[src/rtl/div_sequencer_pkg.sv]
// Shared ALU definitions for the multi-cycle divider: widths, state encoding, opcodes.
package div_sequencer_pkg;

  localparam int unsigned DATA_W     = 32;
  localparam int unsigned CNT_W      = 5;
  localparam int unsigned ITER_COUNT = 32;

  // Divider sequencer states (3-bit encoding)
  typedef enum logic [2:0] {
    S_IDLE  = 3'd0,
    S_NEG_A = 3'd1,
    S_NEG_B = 3'd2,
    S_ITER  = 3'd3,
    S_FIX_Q = 3'd4,
    S_FIX_R = 3'd5,
    S_FIN   = 3'd6,
    S_DBZ   = 3'd7
  } div_state_e;

  // ALU divide opcodes: select signedness and which result the ALU forwards
  localparam logic [1:0] OP_DIV  = 2'd0;
  localparam logic [1:0] OP_DIVU = 2'd1;
  localparam logic [1:0] OP_REM  = 2'd2;
  localparam logic [1:0] OP_REMU = 2'd3;

  function automatic logic op_is_signed(input logic [1:0] op);
    return (op == OP_DIV) || (op == OP_REM);
  endfunction

  function automatic logic op_wants_rem(input logic [1:0] op);
    return (op == OP_REM) || (op == OP_REMU);
  endfunction

endpackage

[src/rtl/div_sequencer_if.sv]
// Request/result bundle between the execute stage and the divider.
interface div_sequencer_if;
  import div_sequencer_pkg::*;

  logic              start;
  logic              is_signed;
  logic [DATA_W-1:0] dividend;
  logic [DATA_W-1:0] divisor;
  logic              busy;
  logic              done;
  logic [DATA_W-1:0] quotient;
  logic [DATA_W-1:0] remainder;
  logic              div_by_zero;

  modport master (
    output start, is_signed, dividend, divisor,
    input  busy, done, quotient, remainder, div_by_zero
  );

  modport slave (
    input  start, is_signed, dividend, divisor,
    output busy, done, quotient, remainder, div_by_zero
  );
endinterface

[src/rtl/div_sequencer_addsub.sv]
// Existing 32-bit add/subtract unit; purely combinational, no carry-out.
module div_sequencer_addsub
  import div_sequencer_pkg::*;
(
  input  logic [DATA_W-1:0] a_i,
  input  logic [DATA_W-1:0] b_i,
  input  logic              sub_i,
  output logic [DATA_W-1:0] sum_c_o
);

  // Subtraction as a + ~b + 1
  always_comb begin
    sum_c_o = a_i + (b_i ^ {DATA_W{sub_i}}) + DATA_W'(sub_i);
  end

endmodule

[src/rtl/div_sequencer.sv]
// Multi-cycle restoring divider; every arithmetic step goes through one shared adder.
module div_sequencer
  import div_sequencer_pkg::*;
(
  input  logic           clk,
  input  logic           rst_n,
  div_sequencer_if.slave bus
);

  div_state_e        state_q, state_d;
  logic [DATA_W-1:0] dq_q, dq_d;     // dividend in, quotient bits shifted in
  logic [DATA_W-1:0] div_q, div_d;   // divisor magnitude
  logic [DATA_W-1:0] rem_q, rem_d;   // partial remainder
  logic [DATA_W-1:0] quo_q, quo_d;   // published quotient
  logic [DATA_W-1:0] rmd_q, rmd_d;   // published remainder
  logic [CNT_W-1:0]  cnt_q, cnt_d;
  logic              sgn_q, sgn_d;
  logic              neg_q_q, neg_q_d;
  logic              neg_r_q, neg_r_d;
  logic              busy_q, busy_d;
  logic              done_q, done_d;
  logic              dbz_q, dbz_d;

  logic [DATA_W-1:0] add_a, add_b, add_sum, shifted;
  logic              add_sub, iter_ok;

  div_sequencer_addsub u_addsub (
    .a_i     (add_a),
    .b_i     (add_b),
    .sub_i   (add_sub),
    .sum_c_o (add_sum)
  );

  // Adder operand steering and the 33-bit trial-subtract outcome
  always_comb begin
    shifted = {rem_q[DATA_W-2:0], dq_q[DATA_W-1]};
    add_a   = '0;
    add_b   = '0;
    add_sub = 1'b0;
    unique case (state_q)
      S_NEG_A: begin add_b = dq_q;  add_sub = 1'b1; end
      S_NEG_B: begin add_b = div_q; add_sub = 1'b1; end
      S_FIX_Q: begin add_b = dq_q;  add_sub = 1'b1; end
      S_FIX_R: begin add_b = rem_q; add_sub = 1'b1; end
      S_ITER:  begin add_a = shifted; add_b = div_q; add_sub = 1'b1; end
      default: ;
    endcase
    // Bit shifted out of rem makes the trial value >= 2^32, so it always fits
    iter_ok = rem_q[DATA_W-1]
            | (shifted[DATA_W-1] & ~div_q[DATA_W-1])
            | (~(shifted[DATA_W-1] ^ div_q[DATA_W-1]) & ~add_sum[DATA_W-1]);
  end

  // Next-state and datapath update
  always_comb begin
    state_d = state_q;
    dq_d    = dq_q;
    div_d   = div_q;
    rem_d   = rem_q;
    quo_d   = quo_q;
    rmd_d   = rmd_q;
    cnt_d   = cnt_q;
    sgn_d   = sgn_q;
    neg_q_d = neg_q_q;
    neg_r_d = neg_r_q;
    busy_d  = busy_q;
    dbz_d   = dbz_q;
    // done pulses in the cycle after FIN, once the results have settled
    done_d  = (state_q == S_FIN);

    unique case (state_q)
      S_IDLE: begin
        if (bus.start) begin
          dq_d    = bus.dividend;
          div_d   = bus.divisor;
          sgn_d   = bus.is_signed;
          neg_q_d = bus.is_signed & (bus.dividend[DATA_W-1] ^ bus.divisor[DATA_W-1]);
          neg_r_d = bus.is_signed & bus.dividend[DATA_W-1];
          busy_d  = 1'b1;
          done_d  = 1'b0;
          dbz_d   = 1'b0;
          state_d = (bus.divisor == '0) ? S_DBZ : S_NEG_A;
        end
      end
      S_NEG_A: begin
        if (sgn_q & dq_q[DATA_W-1]) dq_d = add_sum;
        state_d = S_NEG_B;
      end
      S_NEG_B: begin
        if (sgn_q & div_q[DATA_W-1]) div_d = add_sum;
        cnt_d   = '0;
        rem_d   = '0;
        state_d = S_ITER;
      end
      S_ITER: begin
        rem_d = iter_ok ? add_sum : shifted;
        dq_d  = {dq_q[DATA_W-2:0], iter_ok};
        cnt_d = cnt_q + 5'd1;
        if (cnt_q == CNT_W'(ITER_COUNT - 1)) state_d = S_FIX_Q;
      end
      S_FIX_Q: begin
        quo_d   = neg_q_q ? add_sum : dq_q;
        state_d = S_FIX_R;
      end
      S_FIX_R: begin
        rmd_d   = neg_r_q ? add_sum : rem_q;
        state_d = S_FIN;
      end
      S_DBZ: begin
        quo_d   = 32'hFFFF_FFFF;
        rmd_d   = dq_q;
        dbz_d   = 1'b1;
        state_d = S_FIN;
      end
      S_FIN: begin
        busy_d  = 1'b0;
        state_d = S_IDLE;
      end
      default: state_d = S_IDLE;
    endcase
  end

  // State and datapath registers; reset aborts any operation in flight
  always_ff @(posedge clk or negedge rst_n) begin
    if (!rst_n) begin
      state_q <= S_IDLE;
      dq_q    <= '0;
      div_q   <= '0;
      rem_q   <= '0;
      quo_q   <= '0;
      rmd_q   <= '0;
      cnt_q   <= '0;
      sgn_q   <= 1'b0;
      neg_q_q <= 1'b0;
      neg_r_q <= 1'b0;
      busy_q  <= 1'b0;
      done_q  <= 1'b0;
      dbz_q   <= 1'b0;
    end else begin
      state_q <= state_d;
      dq_q    <= dq_d;
      div_q   <= div_d;
      rem_q   <= rem_d;
      quo_q   <= quo_d;
      rmd_q   <= rmd_d;
      cnt_q   <= cnt_d;
      sgn_q   <= sgn_d;
      neg_q_q <= neg_q_d;
      neg_r_q <= neg_r_d;
      busy_q  <= busy_d;
      done_q  <= done_d;
      dbz_q   <= dbz_d;
    end
  end

  assign bus.busy        = busy_q;
  assign bus.done        = done_q;
  assign bus.quotient    = quo_q;
  assign bus.remainder   = rmd_q;
  assign bus.div_by_zero = dbz_q;

endmodule

[src/flat_wrapper.sv]
// flat-port wrapper written by rule: the top's interface ports become plain ports
module div_sequencer_flat import div_sequencer_pkg::*;
  (clk, rst_n, bus_start, bus_is_signed, bus_dividend, bus_divisor, bus_busy, bus_done, bus_quotient, bus_remainder, bus_div_by_zero);
  div_sequencer_if bus_i ();
  input  logic clk;
  input  logic rst_n;
  input wire logic [$bits(bus_i.start)-1:0] bus_start;
  input wire logic [$bits(bus_i.is_signed)-1:0] bus_is_signed;
  input wire logic [$bits(bus_i.dividend)-1:0] bus_dividend;
  input wire logic [$bits(bus_i.divisor)-1:0] bus_divisor;
  output wire logic [$bits(bus_i.busy)-1:0] bus_busy;
  output wire logic [$bits(bus_i.done)-1:0] bus_done;
  output wire logic [$bits(bus_i.quotient)-1:0] bus_quotient;
  output wire logic [$bits(bus_i.remainder)-1:0] bus_remainder;
  output wire logic [$bits(bus_i.div_by_zero)-1:0] bus_div_by_zero;
  assign bus_i.start = bus_start;
  assign bus_i.is_signed = bus_is_signed;
  assign bus_i.dividend = bus_dividend;
  assign bus_i.divisor = bus_divisor;
  assign bus_busy = bus_i.busy;
  assign bus_done = bus_i.done;
  assign bus_quotient = bus_i.quotient;
  assign bus_remainder = bus_i.remainder;
  assign bus_div_by_zero = bus_i.div_by_zero;
  div_sequencer u_core (.clk(clk), .rst_n(rst_n), .bus(bus_i));
endmodule
[config.mk]
export PLATFORM = sky130hd
export DESIGN_NAME = div_sequencer_flat
export DESIGN_NICKNAME = d
export VERILOG_FILES = /design/src/rtl/div_sequencer_pkg.sv /design/src/rtl/div_sequencer_if.sv /design/src/rtl/div_sequencer_addsub.sv /design/src/rtl/div_sequencer.sv /design/src/flat_wrapper.sv
export SDC_FILE = /design/constraint.sdc
export NUM_CORES = 1
export LEC_CHECK = 0
export BUFFER_PORTS_ARGS = -buffer_cell sky130_fd_sc_hd__buf_2
export CORE_MARGIN = 2
export CORE_UTILIZATION = 30
export DETAILED_ROUTE_END_ITERATION = 6
export PLACE_DENSITY = 0.5
export SYNTH_ARGS = -nofsm -noshare
export SYNTH_HDL_FRONTEND = slang
export SYNTH_SLANG_ARGS = --single-unit
[constraint.sdc]
create_clock -name clk -period 4.6 [get_ports clk]
set_input_delay 0.23 -clock clk [delete_from_list [all_inputs] [get_ports clk]]
set_output_delay 0.23 -clock clk [all_outputs]
set_load 0.02 [all_outputs]
### After elaboration in Yosys (flattened, before gate mapping)

Cells that the tools add are included.

* reduce and logical (&&, ||, !) cells: 19
* eq/ne operators: 12
* mux-type cells: 26
* shift operators: 0
* bitwise operators: 14
* divide/modulo/power cells: 0
* order comparisons: 0
* multiply operators: 0
* add/sub/neg operators: 3

Operator list (count)
* $mux W32: 8
* $pmux W32 S2: 4
* $pmux W32 S3: 2
* $add A32 B1 Y32: 1
* $add A32 B32 Y32: 1
* $logic_not A32 Y1: 1
* $xor A32 B32 Y32: 1
* $pmux W3 S7: 1
* $eq A3 B3 Y1 const B: 4
* $reduce_bool A2 Y1: 6
* $pmux W5 S2: 1
* $mux W3: 3
* $reduce_and A2 Y1: 4
* $and A1 B1 Y1: 6
* $eq A3 B2 Y1 const B: 2
* $ne A2 B1 Y1 const B: 3
* $reduce_and A3 Y1: 2
* $reduce_or A2 Y1: 3
* $add A5 B1 Y5 const B: 1
* $eq A5 B5 Y1 const B: 1
* $mux W1: 5
* $reduce_or A5 Y1: 1
* $pmux W1 S2: 2
* $eq A3 B1 Y1 const B: 1
* 6 further kinds: 10

* bits in writable memories: 0
* register bits: 174
* input port bits: 68
* word-level logic and storage cells: 87
* memories: 0
* output and inout port bits: 67
* memory bits (read-only): 0
* bits in latches: 0

### Logic depth before layout (Yosys ltp)

* depth after elaboration: 11
* depth in mapped cells: 19
* mapped depth without buffers: 14

### Modules after synthesis

Synthesis repeated with hierarchy kept, for this count alone.

* cells, all modules: 1378
* area total of the unflattened synthesis: 12090.3 µm²

Modules (own cells, without submodules)
* div_sequencer: cells each 1104, area an instance 10065.9 µm², seq. area each 4354.2 µm², times used 1
* div_sequencer_addsub: cells each 274, area an instance 2024.4 µm², seq. area each 0.0 µm², times used 1

### Worst setup path before layout

No wires, ideal clock.

* path kind: register to register
* start: register with a tool-made name
* end: register u_core.rem_q[22]
* arrival: 4.168 ns
* required time: 4.474 ns
* slack: 0.306 ns
* buffers on the path: 5
* library setup time: 0.126 ns
* cell stages (with the launch flop): 18
* period minus slack after synthesis: 4.294 ns
* cell sequence: dfrtp_1 buf_6 clkbuf_1 clkbuf_1 mux2i_1 a21oi_1 o22ai_1 ha_1 or3_1 a21oi_1 o21ai_1 a31o_1 buf_6 a2111o_1 a31oi_2 buf_4 nor3_2 a221o_1

RTL lines
* to (signal assigned): line div_sequencer.sv:143 `rem_q <= rem_d;`
* to (decl): line div_sequencer.sv:13 `logic [DATA_W-1:0] rem_q, rem_d;`

==> results.sh <==
export IMPL_status="complete, no violations"
export IMPL_wl_mm=51.0
export IMPL_crit_slowest_cell="a311oi_1"
export IMPL_synth_warnings=0
export IMPL_antenna_found_initial=0
export IMPL_synth_nets=1596
export IMPL_synth_seq_cells=174
export IMPL_r2r_setup_slack_ns=0.24
export IMPL_grt_use_met3=0.0315
export IMPL_crit_end="u_core.div_q[24]"
export IMPL_cts_max_level=4
export IMPL_synth_cell_type_count=79
export IMPL_drtAntennaViolNets=0
export IMPL_rows=73
export IMPL_hold_violations=0
export IMPL_maxSlewViolCount=0
export IMPL_clkLatencyLatePin_ns=0.46
export IMPL_cts_tree="yes"
export IMPL_worstMarginPinSlew_ns=1.05
export IMPL_rr_endpoint="u_core.div_q[24]"
export IMPL_num_vias=12263
export IMPL_cts_clk_slew_worst_paths_ns=0.08
export IMPL_via_per_inst=5.72
export IMPL_fill_cells=4268
export IMPL_crit_top_cell="buf_4"
export IMPL_crit_type="reg -> reg"
export IMPL_netlist_area_leader_share=0.359
export IMPL_synth_edf_count=0
export IMPL_grt_usage=0.246
export IMPL_arrival_ns=4.71
export IMPL_io_pins=135
export IMPL_route_detailed_drc=0
export IMPL_cts_made_buffers=17
export IMPL_use_met1=0.326
export IMPL_synth_async_reset_ratio=1.00
export IMPL_nets=1707
export IMPL_slew_headroom=0.297
export IMPL_seq_area_frac_synth=0.359
export IMPL_grt_pass1_vias=11970
export IMPL_setup_tns_ns=0
export IMPL_globalRouteMet2Util=0.410
export IMPL_syn_inst=1494
export IMPL_start_kind="register"
export IMPL_skew_ns=0.0162
export IMPL_critPathTopFamily="compound AO/OA/AOI/OAI gates"
export IMPL_yosys_top_cells_count="nand2_1, dfrtp_1, nor2_1"
export IMPL_die_y_microns=205
export IMPL_avgSynthCellArea_sq_um=8.11
export IMPL_synthTopCellsByArea="dfrtp_1, a21oi_1, nand2_1"
export IMPL_grt_overflow=0
export IMPL_period_needed_ns=4.36
export IMPL_core_area_sq_um=39800
export IMPL_clock_sinks=174
export IMPL_antenna_cells=0
export IMPL_cp_max_fo=17
export IMPL_grt_max_degree=109
export IMPL_rsz0062_at_grt="no"
export IMPL_crit_path_cell_trace="buf_4 > mux2i_1 > a21oi_1 > o22a_1 > fa_1 > nor2b_1 > o21bai_1 > a2111o_1 > a311oi_1 > o22ai_1 > xor2_1 > buf_4 > a211oi_1 > a21o_1"
export IMPL_reg2reg_depth=14
export IMPL_crit_cells=14
export IMPL_cap_violations=0
export IMPL_die_x_microns=205
export IMPL_start_util=0.304
export IMPL_synth_top_cell_by_area="dfrtp_1"
export IMPL_grt_first_pass_wirelength_mm=77.4
export IMPL_cts_root_buf="clkbuf_16"
export IMPL_wl_per_cell_microns=23.8
export IMPL_hpwlAfterDp_mm=38.0
export IMPL_drtIter0Drc=1018
export IMPL_cp_num_buf_inv=2
export IMPL_worstSetupEndpointType="register"
export IMPL_syn2layout_area_growth_pct=17.5
export IMPL_port_buffers=134
export IMPL_post_route_period_util=0.948
export IMPL_yosysMostFrequentCell="nand2_1"
export IMPL_dieArea_sq_um=42000
export IMPL_worstPathRequired_ns=4.95
export IMPL_final_setup_viol_count=0
export IMPL_drive_above_1_share=0.177
export IMPL_ys_flop_type="dfrtp_1"
export IMPL_place_gp_congestion=0.896
export IMPL_worstHoldPathType="in -> reg"
export IMPL_cpPeakStageDelay_ns=0.58
export IMPL_dr_pass1_iters=5
export IMPL_cts_buffer_depth=2
export IMPL_syn_area_sq_um=12100
export IMPL_top_usage_layer="met2"
export IMPL_max_freq_ghz=0.229
[layer usage]
layer	vias to the layer above	share of wire
met5	-	0
met4	0	0.034
met3	85	0.050
met2	432	0.49
met1	6008	0.43
li1	5738	-
[layout make-up]
type	instances	area, sq um	share of cell area
tap	525	657	0.0461
clock inverter	15	175	0.0123
multi-input combinational	1172	7210	0.506
clock buffer	17	425	0.0299
timing repair buffer	213	1310	0.0921
sequential	174	4360	0.306
inverter	27	101	0.00711
[through the flow]
step / instance area [sq um] / utilization / hold slack, ns / setup WS [ns] / cells
global route: 14200 / 0.358 / 0.0248 / 0.00240 / 2143
floorplan: 12100 / - / -0.0656 / 0.306 / 1494
finish: 14200 / 0.358 / 0.0266 / 0.239 / 2143
detailed placement: 13600 / 0.342 / 0.454 / 0.321 / 2110
global placement: 13600 / 0.342 / 0.440 / 0.366 / 2110
CTS: 14200 / 0.358 / 0.0249 / 0.300 / 2143
[worst min-delay path, stage by stage]
cell and delay, ns:
buf_2 0.09, nand3_1 0.06, nand3_1 0.07
[registers in the layout, indices dropped and copies added, names as in the netlist, named ones only]
signal                  count
u_core.bus.quotient        32
u_core.div_q               32
u_core.state_q              2
u_core.bus.div_by_zero      1
u_core.bus.remainder       32
u_core.cnt_q                5
u_core.dq_q                32
u_core.bus.busy             1
u_core.sgn_q                1
u_core.rem_q               32
u_core.neg_q_q              1
u_core.bus.done             1
u_core.neg_r_q              1
[kinds of logic after synthesis]
| kind of cell | Yosys count | share of synthesized area |
|---|---|---|
| AOI/OAI and AO/OA | 546 | 0.289 |
| and+or+nand+nor | 488 | 0.182 |
| DFF | 174 | 0.359 |
| xor gates and xnor gates | 22 | 0.0159 |
| muxes | 82 | 0.0693 |
| buffers and inverters | 148 | 0.0490 |
| adders and majority gates | 34 | 0.0357 |
[cells in the final DEF (no fill, tap or decap), types with 13 or more instances in the layout]
cell       instances
nand2_1          180
dfrtp_1          170
nor2_1           148
a21oi_1          147
buf_2            133
o21ai_0          131
buf_4             75
mux2i_1           67
o22ai_1           37
and3_1            36
nand3_1           33
ha_1              33
a311oi_1          29
inv_1             24
o21ai_1           20
a31oi_1           20
o211ai_1          18
clkbuf_16         17
a21o_1            15
mux2_2            15
nor4_1            14
o22a_1            13
[worst min-delay path by stage]
stage                  endpoint        startpoint  cells past startpoint
5_1_grt         u_core.dq_q[26]  bus_dividend[26]                      3
3_5_place_dp   u_core.div_q[23]             rst_n                      1
6_report        u_core.dq_q[24]  bus_dividend[24]                      3
3_3_place_gp   u_core.div_q[23]             rst_n                      1
2_1_floorplan         async pin             rst_n                      0
4_1_cts         u_core.dq_q[24]  bus_dividend[24]                      3
[repair_timing]
action | CTS | global route
setup endpoints to repair | 0 | 1
hold endpoints to repair | 67 | 0
hold buffers | 1 | 0
gates resized for setup | 0 | 1
setup buffers | 0 | 0
Power is left out: the tool's default activity adds up to more than one toggle a clock period on the data nets, which glitch-free logic cannot reach.
